### src/rtl/fpcmult_seq.sv
`timescale 1ns/1ps
`default_nettype none
// ============================================================================
// Module   : fpcmult_seq
// Purpose  : Sequential fixed-point signed complex multiplier.
//            c = a*b (recv_conj=0) or c = a*conj(b) (recv_conj=1).
//            A single shift-add real multiplier is reused for the four real
//            products ar*br, ac*bc, ar*bc, ac*br, taking n cycles each.
//            The final add/sub wraps (SAT=0) or clamps (SAT=1), and ovf
//            reports an overflow of either result.
// Ports    : clk, reset           - clock, synchronous active-high reset
//            recv_val/recv_rdy    - input handshake (recv_rdy is combinational
//                                   from send_rdy while in DONE)
//            recv_conj            - conjugate-b select, latched with operands
//            ar, ac, br, bc       - operands, Q(n-d).d two's complement
//            send_val/send_rdy    - output handshake
//            cr, cc, ovf          - result and overflow, held while send_val=1
// Revision : 1.0 - initial release
// ============================================================================
module fpcmult_seq #(
  parameter int n   = 32,
  parameter int d   = 16,
  parameter int SAT = 0
) (
  input  logic         clk,
  input  logic         reset,
  input  logic         recv_val,
  output logic         recv_rdy,
  input  logic         recv_conj,
  input  logic [n-1:0] ar,
  input  logic [n-1:0] ac,
  input  logic [n-1:0] br,
  input  logic [n-1:0] bc,
  output logic         send_val,
  input  logic         send_rdy,
  output logic [n-1:0] cr,
  output logic [n-1:0] cc,
  output logic         ovf
);

  localparam int CW = (n > 1) ? $clog2(n) : 1;
  localparam logic [CW-1:0] CNT_LAST = CW'(n - 1);

  typedef enum logic [1:0] {
    IDLE = 2'd0,
    CALC = 2'd1,
    DONE = 2'd2
  } state_t;

  state_t state_q, state_d;

  logic [n-1:0]   ar_q, ac_q, br_q, bc_q;
  logic           conj_q;
  logic [1:0]     k_q;
  logic [CW-1:0]  cnt_q;
  logic [2*n-1:0] acc_q, mcand_q;
  logic [n:0]     mplr_q;
  logic [n-1:0]   p0_q, p1_q, p2_q;
  logic [n-1:0]   cr_q, cc_q;
  logic           ovf_q;

  logic           accept_w, last_bit_w, last_w, first_w;
  logic [n-1:0]   x_w, y_w;
  logic [n:0]     xm_w, ym_w;
  logic [2*n-1:0] mcand_cur_w, acc_cur_w, sum_w, prod_full_w;
  logic [n:0]     mplr_cur_w;
  logic [n-1:0]   p_w;
  logic [n:0]     sr_w, si_w;
  logic           ovr_w, ovi_w;
  logic [n-1:0]   cr_d, cc_d;
  logic           unused_prod_bits;

  // ---------------------------------------------------------------- FSM
  always_ff @(posedge clk) begin
    if (reset) state_q <= IDLE;
    else       state_q <= state_d;
  end

  always_comb begin
    state_d  = state_q;
    recv_rdy = 1'b0;
    send_val = 1'b0;
    case (state_q)
      IDLE: begin
        recv_rdy = 1'b1;
        if (recv_val) state_d = CALC;
      end
      CALC: begin
        if (last_w) state_d = DONE;
      end
      DONE: begin
        send_val = 1'b1;
        recv_rdy = send_rdy;
        if (send_rdy) state_d = recv_val ? CALC : IDLE;
      end
      default: state_d = IDLE;
    endcase
  end

  assign accept_w   = recv_val & recv_rdy;
  assign first_w    = (cnt_q == '0);
  assign last_bit_w = (cnt_q == CNT_LAST);
  assign last_w     = last_bit_w && (k_q == 2'd3);

  // ------------------------------------------------ shift-add datapath
  always_comb begin
    case (k_q)
      2'd0:    begin x_w = ar_q; y_w = br_q; end
      2'd1:    begin x_w = ac_q; y_w = bc_q; end
      2'd2:    begin x_w = ar_q; y_w = bc_q; end
      default: begin x_w = ac_q; y_w = br_q; end
    endcase
  end

  // Magnitudes need n+1 bits so that -2^(n-1) becomes +2^(n-1).
  assign xm_w = x_w[n-1] ? -{x_w[n-1], x_w} : {x_w[n-1], x_w};
  assign ym_w = y_w[n-1] ? -{y_w[n-1], y_w} : {y_w[n-1], y_w};

  // On the first bit of each product the fresh magnitudes are used directly,
  // so no separate load cycle is needed between products.
  assign mcand_cur_w = first_w ? {{(n-1){1'b0}}, xm_w} : mcand_q;
  assign mplr_cur_w  = first_w ? ym_w : mplr_q;
  assign acc_cur_w   = first_w ? '0 : acc_q;
  assign sum_w       = acc_cur_w + (mplr_cur_w[0] ? mcand_cur_w : '0);

  // Only meaningful on the last bit of a product.
  assign prod_full_w = (x_w[n-1] ^ y_w[n-1]) ? -sum_w : sum_w;
  assign p_w         = prod_full_w[n+d-1:d];
  assign unused_prod_bits = ^prod_full_w;

  // ------------------------------------------------ final add/sub
  always_comb begin
    logic [n:0] e0, e1, e2, e3;
    e0 = {p0_q[n-1], p0_q};
    e1 = {p1_q[n-1], p1_q};
    e2 = {p2_q[n-1], p2_q};
    e3 = {p_w[n-1],  p_w};
    sr_w  = conj_q ? (e0 + e1) : (e0 - e1);
    si_w  = conj_q ? (e3 - e2) : (e2 + e3);
    ovr_w = sr_w[n] ^ sr_w[n-1];
    ovi_w = si_w[n] ^ si_w[n-1];
    cr_d  = sr_w[n-1:0];
    cc_d  = si_w[n-1:0];
    // Bit n of the wide sum is the true sign used for clamping.
    if (SAT != 0 && ovr_w) cr_d = sr_w[n] ? {1'b1, {(n-1){1'b0}}} : {1'b0, {(n-1){1'b1}}};
    if (SAT != 0 && ovi_w) cc_d = si_w[n] ? {1'b1, {(n-1){1'b0}}} : {1'b0, {(n-1){1'b1}}};
  end

  // ------------------------------------------------ datapath registers
  always_ff @(posedge clk) begin
    if (reset) begin
      ar_q <= '0; ac_q <= '0; br_q <= '0; bc_q <= '0;
      conj_q  <= 1'b0;
      k_q     <= 2'd0;
      cnt_q   <= '0;
      acc_q   <= '0;
      mcand_q <= '0;
      mplr_q  <= '0;
      p0_q <= '0; p1_q <= '0; p2_q <= '0;
      cr_q <= '0; cc_q <= '0; ovf_q <= 1'b0;
    end else if (accept_w) begin
      ar_q <= ar; ac_q <= ac; br_q <= br; bc_q <= bc;
      conj_q  <= recv_conj;
      k_q     <= 2'd0;
      cnt_q   <= '0;
      acc_q   <= '0;
      mcand_q <= '0;
      mplr_q  <= '0;
    end else if (state_q == CALC) begin
      acc_q   <= sum_w;
      mcand_q <= {mcand_cur_w[2*n-2:0], 1'b0};
      mplr_q  <= {1'b0, mplr_cur_w[n:1]};
      if (last_bit_w) begin
        cnt_q <= '0;
        k_q   <= k_q + 2'd1;
        case (k_q)
          2'd0:    p0_q <= p_w;
          2'd1:    p1_q <= p_w;
          2'd2:    p2_q <= p_w;
          default: begin
            cr_q  <= cr_d;
            cc_q  <= cc_d;
            ovf_q <= ovr_w | ovi_w;
          end
        endcase
      end else begin
        cnt_q <= cnt_q + CW'(1);
      end
    end
  end

  assign cr  = cr_q;
  assign cc  = cc_q;
  assign ovf = ovf_q;

endmodule
`default_nettype wire
### config.mk
export PLATFORM = sky130hd
export DESIGN_NAME = fpcmult_seq
export DESIGN_NICKNAME = d
export VERILOG_FILES = /design/src/rtl/fpcmult_seq.sv
export SDC_FILE = /design/constraint.sdc
export NUM_CORES = 1
export LEC_CHECK = 0
export CORE_ASPECT_RATIO = 1.4
export CORE_MARGIN = 2
export CORE_UTILIZATION = 40
export CTS_CLUSTER_SIZE = 14
export DETAILED_ROUTE_END_ITERATION = 8
export GPL_TIMING_DRIVEN = 0
export PLACE_DENSITY_LB_ADDON = 0.2
export REMOVE_ABC_BUFFERS = 1
export SLEW_MARGIN = 25
export SYNTH_ARGS = -nofsm -noshare
export SYNTH_HDL_FRONTEND = slang
export SYNTH_SLANG_ARGS = --single-unit
### constraint.sdc
create_clock -name clk -period 29 [get_ports clk]
set_clock_uncertainty 0.15 [all_clocks]
set_input_delay 4.35 -clock clk [delete_from_list [all_inputs] [get_ports clk]]
set_output_delay 4.35 -clock clk [all_outputs]
set_load 0.05 [all_outputs]
==> Word level (Yosys, flattened, before mapping) <==
Index checks and enable logic that the tools add are counted.
{ "word_totals": {"rom_bits": 0, "ramBits": 0, "wordCells": 76, "reg_bits": 458, "latch_bits": 0, "n_memories": 0} }
{ "op_classes": {"n_reduce_logical": 14, "eq_ne": 9, "n_bitwise": 7, "magnitude_cmp": 0, "shift": 0, "muxes": 19, "n_mul": 0, "n_addsub": 10, "div": 0} }
{ "op_table": {"columns": ["cell", "count"], "rows": [
  ["64-bit two-way mux", 3],
  ["33-bit two-way mux", 5],
  ["32-bit by 32-bit adder with 33-bit output", 2],
  ["33-bit negator", 2],
  ["32-bit by 32-bit subtractor with 33-bit output", 2],
  ["64-bit adder", 1],
  ["32-bit two-way mux", 2],
  ["48-bit two-way mux", 1],
  ["48-bit negator", 1],
  ["4-bit AND reduction", 4],
  ["2-bit == test, second input constant", 3],
  ["2-bit two-way mux", 3],
  ["2-bit != test, second input constant", 3],
  ["2-bit one-hot mux with 3 select lines", 1],
  ["2-bit OR reduction", 3],
  ["5-bit by 1-bit adder with 5-bit output, second input constant", 1],
  ["5-bit == test, second input constant", 1],
  ["5-bit logical NOT", 1],
  ["5-bit two-way mux", 1],
  ["2-bit by 1-bit == test with 1-bit output, second input constant", 2],
  ["2-bit logical NOT", 2],
  ["3-bit AND reduction", 1],
  ["3-bit OR reduction", 1],
  ["1-bit XOR", 3],
  ["other kinds (8)", 10]
]} }

==> Longest topological paths before layout <==
{ "depth": {"word_depth": 14, "depth_mapped": 47, "ltp_nobuf": 42} }

==> Worst setup path after synthesis <==
No wires, ideal clock.
{ "synth_timing": {"kind": "register to register", "from": "register k_q[0]", "to": "register ovf_q, in the netlist ovf", "slack_ns": 18.461, "t_required_ns": 28.759, "arrival_ns": 10.298, "stages_incl_launch_ff": 46, "cell_sequence": "dfxtp_1 -> inv_1 -> ha_1 -> or2_2 -> clkbuf_1 -> clkbuf_1 -> buf_1 -> clkbuf_1 -> mux2i_1 -> ha_1 -> o211a_1 -> o2111a_1 -> nor4b_1 -> o21a_1 -> and2_1 -> nand3b_1 -> nand2_1 -> xnor2_1 -> [... 10 more ...] -> or4b_1 -> nor4_1 -> and4b_1 -> or4b_4 -> o31ai_2 -> xor2_1 -> inv_1 -> ha_1 -> a211oi_1 -> a21oi_1 -> a31o_2 -> nor3b_1 -> o21ai_0 -> a31oi_1 -> o31a_1 -> xnor3_1 -> a31o_2 -> a311oi_1"} }
{ "synth_via": {"elab_chain_cells": 14, "word_cells_on_any_way": 26, "classes_between": "add/sub: 6; eq/ne: 2; mux: 9; bitwise: 4; reduce/logical: 5"} }
{ "synth_lines": {"columns": ["element", "line_no", "text"], "rows": [
  ["start, declared", "54", "logic [1:0] k_q;"],
  ["start signal, assigned", "175", "k_q <= k_q + 2'd1;"],
  ["2-bit == test (tied with other cells)", "107", "case (k_q)"],
  ["2-bit OR reduction (no line)", null, null],
  ["32-bit two-way mux", "107", null],
  ["33-bit negator, on equally long branches", "116, 117", null],
  ["33-bit two-way mux, on equally long branches", "116, 117", null],
  ["64-bit two-way mux / 33-bit two-way mux (equally long branches)", "121, 122", null],
  ["64-bit two-way mux", "124", "assign sum_w = acc_cur_w + (mplr_cur_w[0] ? mcand_cur_w : '0);"],
  ["64-bit adder", "124", null],
  ["48-bit negator", "127", "assign prod_full_w = (x_w[n-1] ^ y_w[n-1]) ? -sum_w : sum_w;"],
  ["48-bit two-way mux *", "127", null],
  ["named net prod_full_w[36]", "65", "logic [2*n-1:0] mcand_cur_w, acc_cur_w, sum_w, prod_full_w;"],
  ["32-bit by 32-bit adder with 33-bit output / 32-bit by 32-bit subtractor with 33-bit output (equally long branches)", "139", "si_w = conj_q ? (e3 - e2) : (e2 + e3);"],
  ["33-bit two-way mux *", "139", null],
  ["1-bit XOR *", "141", "ovi_w = si_w[n] ^ si_w[n-1];"],
  ["1-bit OR *", "183", "ovf_q <= ovr_w | ovi_w;"],
  ["end signal, assigned", "183", null],
  ["end, declared", "60", "logic ovf_q;"]
]} }
The timed path passes the listed nets; every way through them passes the cells marked *.
A chain may end at the register's enable or synchronous reset.

==> Final worst setup path <==
Ends and elaborated chain as after synthesis.

==> results.yml <==
status:
  outcome: "finished, violations left"
  violations: "DRC"
grt:
  grt_max_degree: 94
  overflow: 0
  grt_pass1_vias: 23000
  antenna_found_initial: 0
  grt_pass1_wl_um: 115000
  grt_usage_pct: 19.7
cts:
  clock_latency_ns: 0.59
  cts_tree: "done"
  cts_max_level: 2
  cts_sinks: 426
  cts_buffer_depth: 3
  postCtsSetupBuffers: 0
  cts.clk_slew.worst_paths_ns: 0.06
  cts.hold.buffers_added: 0
  cts_buffers: 47
  cts_root_buffer: "clkbuf_16"
  cts_resized: 0
timing:
  tightest_slew_ns: 0.971
  timing.fmax_mhz: 81.2
  hold_viol: 0
  period_minus_slack_ns: 12.32
  maxSlewViolCount: 0
  post-route-period-util_pct: 42.5
  rsz0062_at_grt: "no"
  final.setup.tns_ns: 0
  slew_headroom_pct: 34.2
  setup_viol: 0
setup_path:
  slowest_delay_ns: 0.81
  crit_type: "flop to flop"
  worstPathArrival_ns: 12.67
  endpoint_kind: "flop"
  worstPathMaxFanout: 33
  path_common_cell: "ha_1"
  cp_top_family: "compound AO/OA/AOI/OAI gates"
  critPathBufInv: 2
  worstSetupStartpointType: "flop"
  reg2reg_depth: 40
  crit_required_ns: 29.34
  crit_slowest_cell: "or2_2"
  cp.depth: 40
cells_and_area:
  drive_above_1_share_pct: 4.29
  final_cell_mix: "nand2_1 (582), a21oi_1 (473), dfxtp_1 (425), nor2_1 (409), clkdlybuf4s50_1 (198)"
  reg_top3: "acc_q x48, mcand_q x47"
  antenna_cells: 0
  area_delta_synth_final_pct: 17.4
  final_cells: 4503
  final_common_cell: "nand2_1"
  regMostFlops: "acc_q"
  final_area_um2: 31100
  final_net_count: 3886
  fin_util_pct: 47.5
  largest_reg_flops: 48
synthesis:
  syn-instance-count: 3571
  synth-seq-area-share_pct: 32.2
  synthesis.area_um2: 26500
  synth_edf_count: 0
  synth_seq_cells: 426
  syn_area_per_cell_um2: 7.42
  synth_ff_type: "dfxtp_1"
  ys_types: 86
  ys_warn_count: 0
  synthArstFlopShare_pct: 0
floorplan:
  rows: 111
  die_area_um2: 68400
  die_w_um: 222
  pin_count: 200
  core_um2: 65600
  die_h_um: 309
  start_util_pct: 40.4
detailed_routing:
  drc_errors: 9
  wl_per_cell_um: 15.1
  ant_nets: 0
  viasPerCell: 5.31
  drt_wl_total_um: 68000
  dr.pass1.iters: 7
  num_vias: 23900
  drtIter0Drc: 1191
power:
  max-vdd-ir-drop_mv: 0.0394
  powerDensity_nw_per_um2: 49.4
  leakagePower_uw: 0.0120
hold_path:
  min_path_type: "flop to flop"
  whs_path_depth: 2
job:
  cap_violations: 0
placement:
  numPlacedInstances: 4426
  dpl-instance-area_um2: 29600
  port_buffers: 199
  dp_hpwl_um: 50400
  place_congestion: 0.885
[cell usage after synthesis, drive strengths merged (9+ instances only)]
library cell,count,area share (%)
nand2,583,8.3
a21oi,476,9.0
dfxtp,426,32
nor2,411,5.8
clkbuf,192,2.7
a211oi,148,4.3
xnor2,140,4.6
ha,122,5.8
o21ai,120,2.3
inv,95,1.3
nor3,95,1.8
xor2,94,3.1
mux2i,76,2.9
and2,64,1.5
a21o,52,1.5
nand3,48,0.91
o211ai,36,1.0
and3,32,0.76
buf,28,0.42
nor4,25,0.59
a31oi,24,0.57
nand2b,24,0.59
nor2b,21,0.50
o21a,21,0.59
o21bai,19,0.54
nand4,17,0.40
or3,16,0.38
nor3b,15,0.42
o31ai,15,0.44
nand3b,10,0.28
a2111oi,9,0.40
[power breakdown]
| part | internal [uW] | total [uW] | switching (uW) |
|---|---|---|---|
| combinational | 133 | 318 | 185 |
| clock | 360 | 607 | 247 |
| sequential | 602 | 613 | 11.2 |
| total | 1090 | 1540 | 443 |
[metrics by stage]
stage / setup slack, ns / hold WS, ns / power, uW
global route: 15.69 / 0.316 / 1620
detailed placement: 16.62 / 0.276 / 946
global placement: 11.25 / 0.272 / 941
floorplan: 18.16 / 0.261 / 840
CTS: 16.54 / 0.284 / 1560
finish: 16.68 / 0.286 / 1540
[cells by family (layout without fill, tap and decap cells)]
| family | count (synthesis) | after routing | share of synthesized area [%] |
|---|---|---|---|
| muxes | 79 | 79 | 3.00 |
| buffers and inverters | 315 | 400 | 4.49 |
| and+or+nand+nor | 1400 | 1400 | 23.5 |
| AOI/OAI and AO/OA | 990 | 990 | 23.0 |
| DFF | 426 | 426 | 32.2 |
| xor gates and xnor gates | 236 | 236 | 7.90 |
| adders and majority gates | 125 | 125 | 5.98 |
[area by class of cell]
type                            instances  area, um^2
Inverter                               95         357
Tap cell                              847        1060
Fill cell                            6688       34400
Sequential cell                       426        8530
Multi-Input combinational cell       2830       16900
Timing Repair Buffer                  228        2690
Clock inverter                         12         175
Clock buffer                           65        1360
[path summary, 6_finish.rpt]
| path | startpoint | endpoint | slack [ns] |
|---|---|---|---|
| max | k_q[0] | ovf | 16.68 |
| min | mplr_q[31] | mplr_q[31] | 0.29 |
| max reg2reg | k_q[0] | ovf | 16.68 |
| min reg2reg | mplr_q[31] | mplr_q[31] | 0.29 |
[per-layer routing]
metal  part of all wire (%)  wire [um]  global-route usage (%)
met5                      0          0                       0
met4                    2.2       1490                    5.19
met3                    3.1       2100                    2.27
met2                     49      33600                    36.2
met1                     45      30800                    24.4
[worst register-to-register path: cells and delay by family, from the launching register on]
kind | cells | cell delay, ns
AND/OR/NAND/NOR | 11 | 3.61
adder cells (fa/ha/maj) | 4 | 1.61
flip-flops | 1 | 0.33
multiplexers | 1 | 0.57
XOR/XNOR | 4 | 1.29
AO/OA/AOI/OAI | 18 | 4.45
buffers and inverters | 2 | 0.24
Power figures use the tool's default switching activity.
